===== config.mk =====
export PLATFORM = sky130hd
export DESIGN_NAME = file_read_sequencer
export DESIGN_NICKNAME = d
export VERILOG_FILES = /design/src/rtl/frs_pkg.sv /design/src/rtl/frs_skid_fifo.sv /design/src/rtl/file_read_sequencer.sv
export SDC_FILE = /design/constraint.sdc
export NUM_CORES = 1
export LEC_CHECK = 0
export ABC_AREA = 1
export CAP_MARGIN = 20
export CORE_MARGIN = 5
export CORE_UTILIZATION = 38
export CTS_BUF_LIST = sky130_fd_sc_hd__clkbuf_16
export DETAILED_ROUTE_END_ITERATION = 10
export PLACE_DENSITY_LB_ADDON = 0.08
export RECOVER_POWER = 25
export SYNTH_ARGS = -nofsm -noshare
export SYNTH_HDL_FRONTEND = slang
export SYNTH_SLANG_ARGS = --single-unit

===== constraint.sdc =====
create_clock -name clk -period 4.14 [get_ports clk]
set_input_delay 0.414 -clock clk [delete_from_list [all_inputs] [get_ports clk]]
set_output_delay 0.414 -clock clk [all_outputs]
set_load 0.03 [all_outputs]

===== src/rtl/frs_pkg.sv =====
// Shared types and constants for the file read sequencer.
package frs_pkg;
  typedef enum logic [1:0] {S_IDLE, S_STREAM, S_DRAIN} state_t;

  localparam int unsigned MAX_FILESIZE_DEF = 100000000;
  localparam int unsigned IDLE_COUNT       = MAX_FILESIZE_DEF;
  localparam int unsigned BUF_DEPTH        = 2;
endpackage


===== src/rtl/frs_skid_fifo.sv =====
// Two-entry skid FIFO between the RAM read port and the output stream.
module frs_skid_fifo
  import frs_pkg::*;
#(
  parameter int W = 33
) (
  input  logic         clk,
  input  logic         rst,
  input  logic         flush,
  input  logic         push,
  input  logic         pop,
  input  logic [W-1:0] din,
  output logic [W-1:0] dout,
  output logic [1:0]   occ
);
  logic [BUF_DEPTH-1:0][W-1:0] mem;
  logic                        wp, rp;

  always_ff @(posedge clk) begin
    if (rst || flush) begin
      wp  <= 1'b0;
      rp  <= 1'b0;
      occ <= 2'd0;
    end else begin
      if (push) begin
        mem[wp] <= din;
        wp      <= ~wp;
      end
      if (pop) rp <= ~rp;
      occ <= occ + 2'(push) - 2'(pop);
    end
  end

  // Head comes straight from storage registers; zero when empty.
  assign dout = (occ != 2'd0) ? mem[rp] : '0;
endmodule


===== src/rtl/file_read_sequencer.sv =====
// Reads a file of N words from buffer RAM and streams it out with valid/ready.
module file_read_sequencer
  import frs_pkg::*;
#(
  parameter int                ADDR_W       = 32,
  parameter int                DATA_W       = 32,
  parameter logic [ADDR_W-1:0] BASE_ADDR    = '0,
  parameter logic [ADDR_W-1:0] MAX_FILESIZE = ADDR_W'(IDLE_COUNT)
) (
  input  logic              clk,
  input  logic              rst,
  input  logic              enable,
  input  logic              start,
  input  logic [ADDR_W-1:0] filesize,
  output logic              mem_rd_en,
  output logic [ADDR_W-1:0] mem_addr,
  input  logic [DATA_W-1:0] mem_rdata,
  output logic              out_valid,
  input  logic              out_ready,
  output logic [DATA_W-1:0] out_data,
  output logic              out_last,
  output logic [ADDR_W-1:0] count,
  output logic              busy,
  output logic              done,
  output logic              err
);
  state_t            state, nxt;
  logic [ADDR_W-1:0] len_r, rd_idx, acc_r;
  logic              rd_pend, rd_last_pend, err_r;
  logic [1:0]        occ;
  logic [DATA_W:0]   head;
  logic [2:0]        used;
  logic              xfer, size_ok, start_ok, issue, last_issue;

  assign xfer     = out_valid && out_ready;
  assign size_ok  = (filesize != '0) && (filesize <= MAX_FILESIZE);
  assign start_ok = enable && start && size_ok && (state == S_IDLE);

  // A word popped this cycle frees its slot in time for a read issued now.
  assign used       = 3'(occ) + 3'(rd_pend) - 3'(xfer);
  assign issue      = enable && (state == S_STREAM) && (rd_idx < len_r) &&
                      (used < 3'(BUF_DEPTH));
  assign last_issue = issue && (rd_idx == len_r - 1'b1);

  always_comb begin
    nxt = state;
    case (state)
      S_IDLE:   if (start_ok) nxt = S_STREAM;
      S_STREAM: if (last_issue) nxt = S_DRAIN;
      S_DRAIN:  if (xfer && out_last) nxt = S_IDLE;
      default:  nxt = S_IDLE;
    endcase
    if (!enable) nxt = S_IDLE;
  end

  always_ff @(posedge clk) begin
    if (rst) begin
      state        <= S_IDLE;
      len_r        <= '0;
      rd_idx       <= '0;
      acc_r        <= '0;
      rd_pend      <= 1'b0;
      rd_last_pend <= 1'b0;
      err_r        <= 1'b0;
    end else begin
      state        <= nxt;
      rd_pend      <= issue;
      rd_last_pend <= last_issue;
      err_r        <= enable && start && (state == S_IDLE) && !size_ok;
      if (start_ok) len_r <= filesize;
      if (state == S_IDLE || nxt == S_IDLE) begin
        rd_idx <= '0;
        acc_r  <= '0;
      end else begin
        if (issue) rd_idx <= rd_idx + 1'b1;
        if (xfer)  acc_r  <= acc_r + 1'b1;
      end
    end
  end

  // Data returning after an abort is dropped by gating push with enable.
  frs_skid_fifo #(.W(DATA_W + 1)) u_fifo (
    .clk  (clk),
    .rst  (rst),
    .flush(!enable),
    .push (rd_pend && enable),
    .pop  (xfer),
    .din  ({rd_last_pend, mem_rdata}),
    .dout (head),
    .occ  (occ)
  );

  assign mem_rd_en = issue;
  assign mem_addr  = BASE_ADDR + rd_idx;
  assign out_valid = (occ != 2'd0);
  assign out_data  = head[DATA_W-1:0];
  assign out_last  = out_valid && head[DATA_W];
  assign busy      = (state != S_IDLE);
  assign done      = !busy;
  assign err       = err_r;
  assign count     = busy ? acc_r + ADDR_W'(xfer) : MAX_FILESIZE;
endmodule


==> flow_summary.ini, run 1 <==
[floorplanning]
die_h_um = 177
rows = 61
die_w_um = 177
io_pins = 171
die-area_mm2 = 0.0313
start_util = 0.383
core_mm2 = 0.0276

[setup_path]
worstSetupStartpoint = u_fifo.occ[1]$_SDFF_PP0_
crit_fanout = 5
crit_type = flop to primary output
critPathRequiredTime_ns = 3.73
start_kind = flop
r2r_setup_slack_ns = 0.66
endpoint_kind = primary output
r2r-end = acc_r[1]$_SDFFE_PP0P_
r2r.worst_path.cells = 19
r2r-start = len_r[0]$_SDFFE_PP0P_
crit_arrival_ns = 3.45
crit_end = count[18]

[placement]
io_buffers = 170
place_area_mm2 = 0.0128
dp_slack_ns = 0.323
globalplace.congestion = 0.917
hpwl_um = 24800

[grt]
grt_usage = 0.205
grt_start_max_net_pins = 65
grt_pass1_vias = 9377
overflow = 0
grt_first_pass_wirelength_um = 50700
antenna_found_initial = 0

[sta]
hold_viol_final = 0
min_period_ns = 3.87
worst_slack_ns = 0.272
relSlewSlack = -0.346
clock_skew_ns = 0.0267
rsz0062_at_grt = false
report.final.slew_viol_count = 34
clock.fmax_mhz = 259
tightestPinTransition_ns = 2.02
finalCritPeriodShare = 0.934
final-setup-viol-count = 0
tns_ns = 0

[yosys]
yosys.cell_types.count = 41
yosysWarnings = 0
synthCells = 1465
synth_seq_area_share = 0.386
ys.flop_type = dfxtp_1
synth_edf_count = 66
async_flop_share = 0
synth-seq-cells = 171
synth_area_mm2 = 0.0106
synth.avg_cell_area_um2 = 7.22
synthesis.nets = 1575

[detailed_routing]
wl_um = 32200
num_vias = 9962
detail-route-antenna-nets = 0
drtIter0Drc = 597
wire_per_inst_um = 15.8
viasPerCell = 4.88
drt_pre_antenna_iters = 6
drcViolationCount = 0

[clock_network]
clk_root_buffer_cell = clkbuf_16
clk_latency_ns = 0.45
path_clk_slew_ns = 0.08
clk_path_buf_depth = 2
cts_tree = yes
clock_sinks = 171
cts_buffers = 17
h-tree-depth = 4

[finish]
areaGrowthSynthToFinish_pct = 27.2
final_area_mm2 = 0.0135
antenna_cells = 0
finalNetCount = 1760
final_layout_size_suffix_gt1_frac = 0.0962

[run]
maxCapViolCount = 1

[power_and_ir_drop]
finalPower_mw = 3.61
leakage_nw = 5.24
powerDensity_mw_per_mm2 = 268
ir_drop_uv = 193

[status]
violations = max-capacitance violations, max-slew violations
status = finished with violations

[min_path]
holdCritPathClass = flop to flop
## worst max-delay path: stages (launching register included)
cell and delay, ns:
dfxtp_1 0.44, nor2_2 0.08, inv_2 0.06, nand2_1 0.07
inv_2 0.09, ha_1 0.17, ha_1 0.19, inv_1 0.06
nor2_1 0.10, inv_1 0.06, nor2_1 0.08, inv_1 0.09
nor2_1 0.14, inv_1 0.09, nor2_1 0.09, nand2_1 0.08
nor2_1 0.22, nand3_1 0.11, nand3_1 0.10, clkdlybuf4s50_1 0.69
## metrics by stage
| step | instances | utilization | hold WS [ns] |
|---|---|---|---|
| after detailed placement | 2009 | 0.464 | 0.425 |
| final | 2041 | 0.487 | 0.446 |
| after floorplan | 1465 | - | 0.404 |
| after CTS | 2041 | 0.487 | 0.442 |
| after global routing | 2041 | 0.487 | 0.457 |
| after global placement | 2009 | 0.464 | 0.414 |
## worst min-delay path by stage
stage,start,to,slack (ns),cells past startpoint
after floorplan,rd_last_pend$_SDFF_PP0_,u_fifo.mem[32]$_DFFE_PP_,0.40,0
after global placement,rd_last_pend$_SDFF_PP0_,u_fifo.mem[65]$_DFFE_PP_,0.41,0
after detailed placement,rd_last_pend$_SDFF_PP0_,u_fifo.mem[65]$_DFFE_PP_,0.43,0
after CTS,rd_last_pend$_SDFF_PP0_,u_fifo.mem[65]$_DFFE_PP_,0.44,0
after global routing,rd_last_pend$_SDFF_PP0_,u_fifo.mem[32]$_DFFE_PP_,0.46,0
final,rd_last_pend$_SDFF_PP0_,u_fifo.mem[32]$_DFFE_PP_,0.45,0
## cell usage in the layout (no fill, tap or decap), types with 3 or more instances in the layout
cell,Yosys,final
a21o_1,4,4
a21oi_1,104,104
buf_4,0,27
clkbuf_16,0,17
clkdlybuf4s50_1,0,132
clkinv_4,0,3
clkinv_8,0,8
dfxtp_1,105,105
dlygate4sd3_1,0,33
dlymetal6s2s_1,0,4
edfxtp_1,66,66
ha_1,40,40
inv_1,188,188
inv_2,9,9
nand2_1,335,335
nand2_2,4,4
nand3_1,70,69
nand3b_1,6,6
nand4_1,33,33
nor2_1,176,173
nor2_2,68,70
nor2_4,7,8
nor3_1,39,39
nor4_1,9,8
o21ai_0,68,68
or2_2,3,3
xnor2_1,29,29
xor2_1,51,51
## kinds of logic (layout without fill, tap and decap cells)
kind of cell,Yosys count,after routing,share of synthesized area
buffers and inverters,229,427,0.0858
and+or+nand+nor,759,759,0.322
AOI/OAI and AO/OA,184,184,0.0897
DFF,171,171,0.386
muxes,1,1,0.000946
adders and majority gates,41,41,0.0492
xor gates and xnor gates,80,80,0.0662
## timing repair
item | in CTS | in global routing
buffers inserted | 0 | 0
setup endpoints to repair | 0 | 5
hold endpoints to repair | 0 | 0
hold buffers | 0 | 0
resized for setup | 0 | 5
## power breakdown
group          internal, mW  total [mW]  leakage [nW]  switching, mW
sequential             1.74        1.75          1.44        0.00235
combinational        0.0894       0.192          3.50          0.103
clock                 0.836        1.67         0.304          0.839
## cells in the mapped netlist, types with 2 or more instances
library cell    n  area, um2
a21oi_1       104        521
nor3b_1         2       15.0
inv_1         188        706
nor2_4          7       78.8
buf_2           3       15.0
dfxtp_1       105       2100
nor2_2         68        425
o21ai_0        68        340
inv_2           9       33.8
nor3_1         39        195
and3_1          2       12.5
nand2_1       335       1260
o21bai_1        2       15.0
nand2_2         4       25.0
edfxtp_1       66       1980
xnor2_1        29        254
ha_1           40        500
nand4_1        33        206
nand3b_1        6       45.0
nand3_1        70        350
or2_2           3       18.8
nor4_1          9       56.3
a21o_1          4       30.0
clkbuf_1       21       78.8
a211oi_1        2       15.0
nor2_1        176        661
buf_6           6       67.6
xor2_1         51        447
## sequential cells by signal, summed over array words and instances (netlist names)
name and cells:
acc_r 32, err 1, len_r 32, rd_idx 32, rd_last_pend 1, rd_pend 1
state 2, u_fifo.mem 66, u_fifo.occ 2, u_fifo.rp 1, u_fifo.wp 1
## metal layers
layer  part of all wire  GRT usage
met3              0.059     0.0402
met5                  0          0
met4              0.016     0.0532
met1               0.47      0.285
met2               0.46      0.327
## cell type report
class	count	area, um2
clock inverters	15	211
inverters	198	743
flip-flops and latches	171	4080
clock buffers	17	425
repair buffers	197	1910
well taps	378	473
multi-input cells	1065	5620
fillers	2858	14200
No activity file was read; power rests on OpenSTA's default activity.
==> run 2, diff against run 1 <==
--- a/config.mk
+++ b/config.mk
@@ -13,6 +13,7 @@
 export DETAILED_ROUTE_END_ITERATION = 10
 export PLACE_DENSITY_LB_ADDON = 0.08
 export RECOVER_POWER = 25
+export SETUP_SLACK_MARGIN = 0.15
 export SYNTH_ARGS = -nofsm -noshare
 export SYNTH_HDL_FRONTEND = slang
 export SYNTH_SLANG_ARGS = --single-unit
==> run 2 against run 1 <==
  * Setup slack improved by 0.18 ns
  * Critical endpoint is now mem_rd_en
  * Non-clock buffer count is the same
  * Utilization hardly changed
  * First-iteration DRC count up 5.5%
  * Sequential power barely moved
  * Total power about the same
  * Design area hardly changed
  * Die area did not move
  * Largest power group unchanged
  * The flow still finishes with violations (max-capacitance violations, max-slew violations)
  * Sequential share of layout area is essentially flat
  * Cell count stayed put
==> flow_summary.ini, run 2 (synthesis results as in run 1) <==
[detailed_routing]
drcViolationCount = 0
drtIter0Drc = 630
viasPerCell = 4.87
detail-route-antenna-nets = 0
wire_per_inst_um = 15.8
drt_pre_antenna_iters = 5
wl_um = 32300
num_vias = 9948

[setup_path]
max_stage_delay_ns = 0.74
r2r-start = len_r[0]$_SDFFE_PP0P_
worstSetupStartpoint = rd_idx[17]$_SDFFE_PP0P_
r2r-end = acc_r[1]$_SDFFE_PP0P_
crit_type = flop to primary output
path_buf_inv = 1
crit_cells = 9
crit_fanout = 6
critPathRequiredTime_ns = 3.73
crit_family = buffers and inverters
endpoint_kind = primary output
cp_slowest_cell = clkdlybuf4s50_1
r2r_setup_slack_ns = 0.66
start_kind = flop
crit_end = mem_rd_en
crit_chain = ha_1 -> a21oi_1 -> o21ai_0 -> nand2_1 -> nand3_1 -> a21oi_1 -> nand3_1 -> nor2_2 -> clkdlybuf4s50_1
r2r.worst_path.cells = 19
crit_arrival_ns = 3.27

[clock_network]
post_cts_buffers = 0
cts_hold_buf = 0
clk_latency_ns = 0.45
h-tree-depth = 4
cts_buffers = 17
path_clk_slew_ns = 0.08
clk_path_buf_depth = 2
clock_sinks = 171
cts_tree = yes
clk_root_buffer_cell = clkbuf_16

[finish]
largest_reg_flops = 66
areaGrowthSynthToFinish_pct = 27.3
final_common_cell = nand2_1
finalNetCount = 1760
top_register = u_fifo.mem
fill_cells = 2855
final_layout_size_suffix_gt1_frac = 0.0962
antenna_cells = 0
mostFrequentLayoutCells = nand2_1, inv_1, nor2_1

[sta]
report.final.slew_viol_count = 34
tns_ns = 0
clock.fmax_mhz = 271
hold_viol_final = 0
finalCritPeriodShare = 0.890
worst_slack_ns = 0.456
clock_skew_ns = 0.0301
min_period_ns = 3.68
final-setup-viol-count = 0
rsz0062_at_grt = true
relSlewSlack = -0.333
tightestPinTransition_ns = 2.00

[floorplanning]
die-area_mm2 = 0.0313
start_util = 0.383
core_mm2 = 0.0276
die_h_um = 177
io_pins = 171
die_w_um = 177
rows = 61

[grt]
grt_start_max_net_pins = 65
overflow = 0
grt_first_pass_wirelength_um = 50700
grt_pass1_vias = 9377
antenna_found_initial = 0
grt_usage = 0.205

[status]
violations = max-capacitance violations, max-slew violations
status = finished with violations

[min_path]
holdCritPathClass = flop to flop
hold_depth = 0

[placement]
globalplace.congestion = 0.917
dp_slack_ns = 0.323
io_buffers = 170
hpwl_um = 24800

[power_and_ir_drop]
ir_drop_uv = 193
powerDensity_mw_per_mm2 = 268
leakage_nw = 5.30

[run]
maxCapViolCount = 1
==> run 2: changes by cell type in the layout (fill, tap and decap cells not counted), sizes merged <==
cell	previous run	this run
clkdlybuf4s50	132	127
dlymetal6s2s	4	9
==> run 2: final cells by class <==
cell class,count,area [um2],share of cell area
Timing Repair Buffer,197,1920,0.143
Clock buffer,17,425,0.0316
Clock inverter,15,211,0.0157
Multi-Input combinational cell,1065,5620,0.417
Tap cell,378,473,0.0351
Sequential cell,171,4080,0.303
Inverter,198,743,0.0552
==> run 2: what timing repair did <==
action	in CTS	in global routing
endpoints found under the setup margin	0	11
endpoints found under the hold margin	0	0
gates resized for setup	0	10
==> run 2: metal layers <==
layer  up-vias  GRT usage  share of wire
li1       5100          -              -
met1      4544      0.285           0.47
met2       271      0.327           0.46
met3        33     0.0402          0.058
met4         0     0.0532          0.017
met5         -          0              0
==> run 2: through the flow <==
stage / utilization / instance area (um2) / cells / hold slack, ns / power [mW]
after global routing: 0.488 / 13500 / 2041 / 0.457 / 3.75
after floorplan: - / 10600 / 1465 / 0.404 / 1.88
after global placement: 0.464 / 12800 / 2009 / 0.414 / 1.98
after CTS: 0.487 / 13500 / 2041 / 0.442 / 3.66
final: 0.488 / 13500 / 2041 / 0.443 / 3.61
after detailed placement: 0.464 / 12800 / 2009 / 0.425 / 1.98
==> run 2: worst min path at each step <==
| stage | endpoint | from | slack (ns) |
|---|---|---|---|
| detailed placement | u_fifo.mem[65]$_DFFE_PP_ | rd_last_pend$_SDFF_PP0_ | 0.43 |
| finish | u_fifo.mem[32]$_DFFE_PP_ | rd_last_pend$_SDFF_PP0_ | 0.44 |
| global route | u_fifo.mem[32]$_DFFE_PP_ | rd_last_pend$_SDFF_PP0_ | 0.46 |
| global placement | u_fifo.mem[65]$_DFFE_PP_ | rd_last_pend$_SDFF_PP0_ | 0.41 |
| CTS | u_fifo.mem[65]$_DFFE_PP_ | rd_last_pend$_SDFF_PP0_ | 0.44 |
| floorplan | u_fifo.mem[32]$_DFFE_PP_ | rd_last_pend$_SDFF_PP0_ | 0.40 |
==> run 2: worst reg2reg max path, cell delays in order (launching register included) <==
cell	delay, ns
dfxtp_1	0.32
inv_1	0.12
ha_1	0.36
nand2_4	0.12
nor2_1	0.33
nand2_1	0.10
nor2_1	0.31
nand3_1	0.13
nand3_1	0.11
nand2_1	0.05
nor2_1	0.12
nand2_1	0.06
nor2_1	0.21
nand3_1	0.14
nand2_1	0.08
nand2_1	0.05
nand2_1	0.09
nand2_2	0.09
nand2_8	0.47
nor2_1	0.10
==> run 2: power by group <==
group | internal [mW] | switching (mW) | leakage [nW]
combinational | 0.0894 | 0.103 | 3.56
sequential | 1.74 | 0.00235 | 1.44
clock | 0.836 | 0.839 | 0.304
total | 2.67 | 0.945 | 5.30
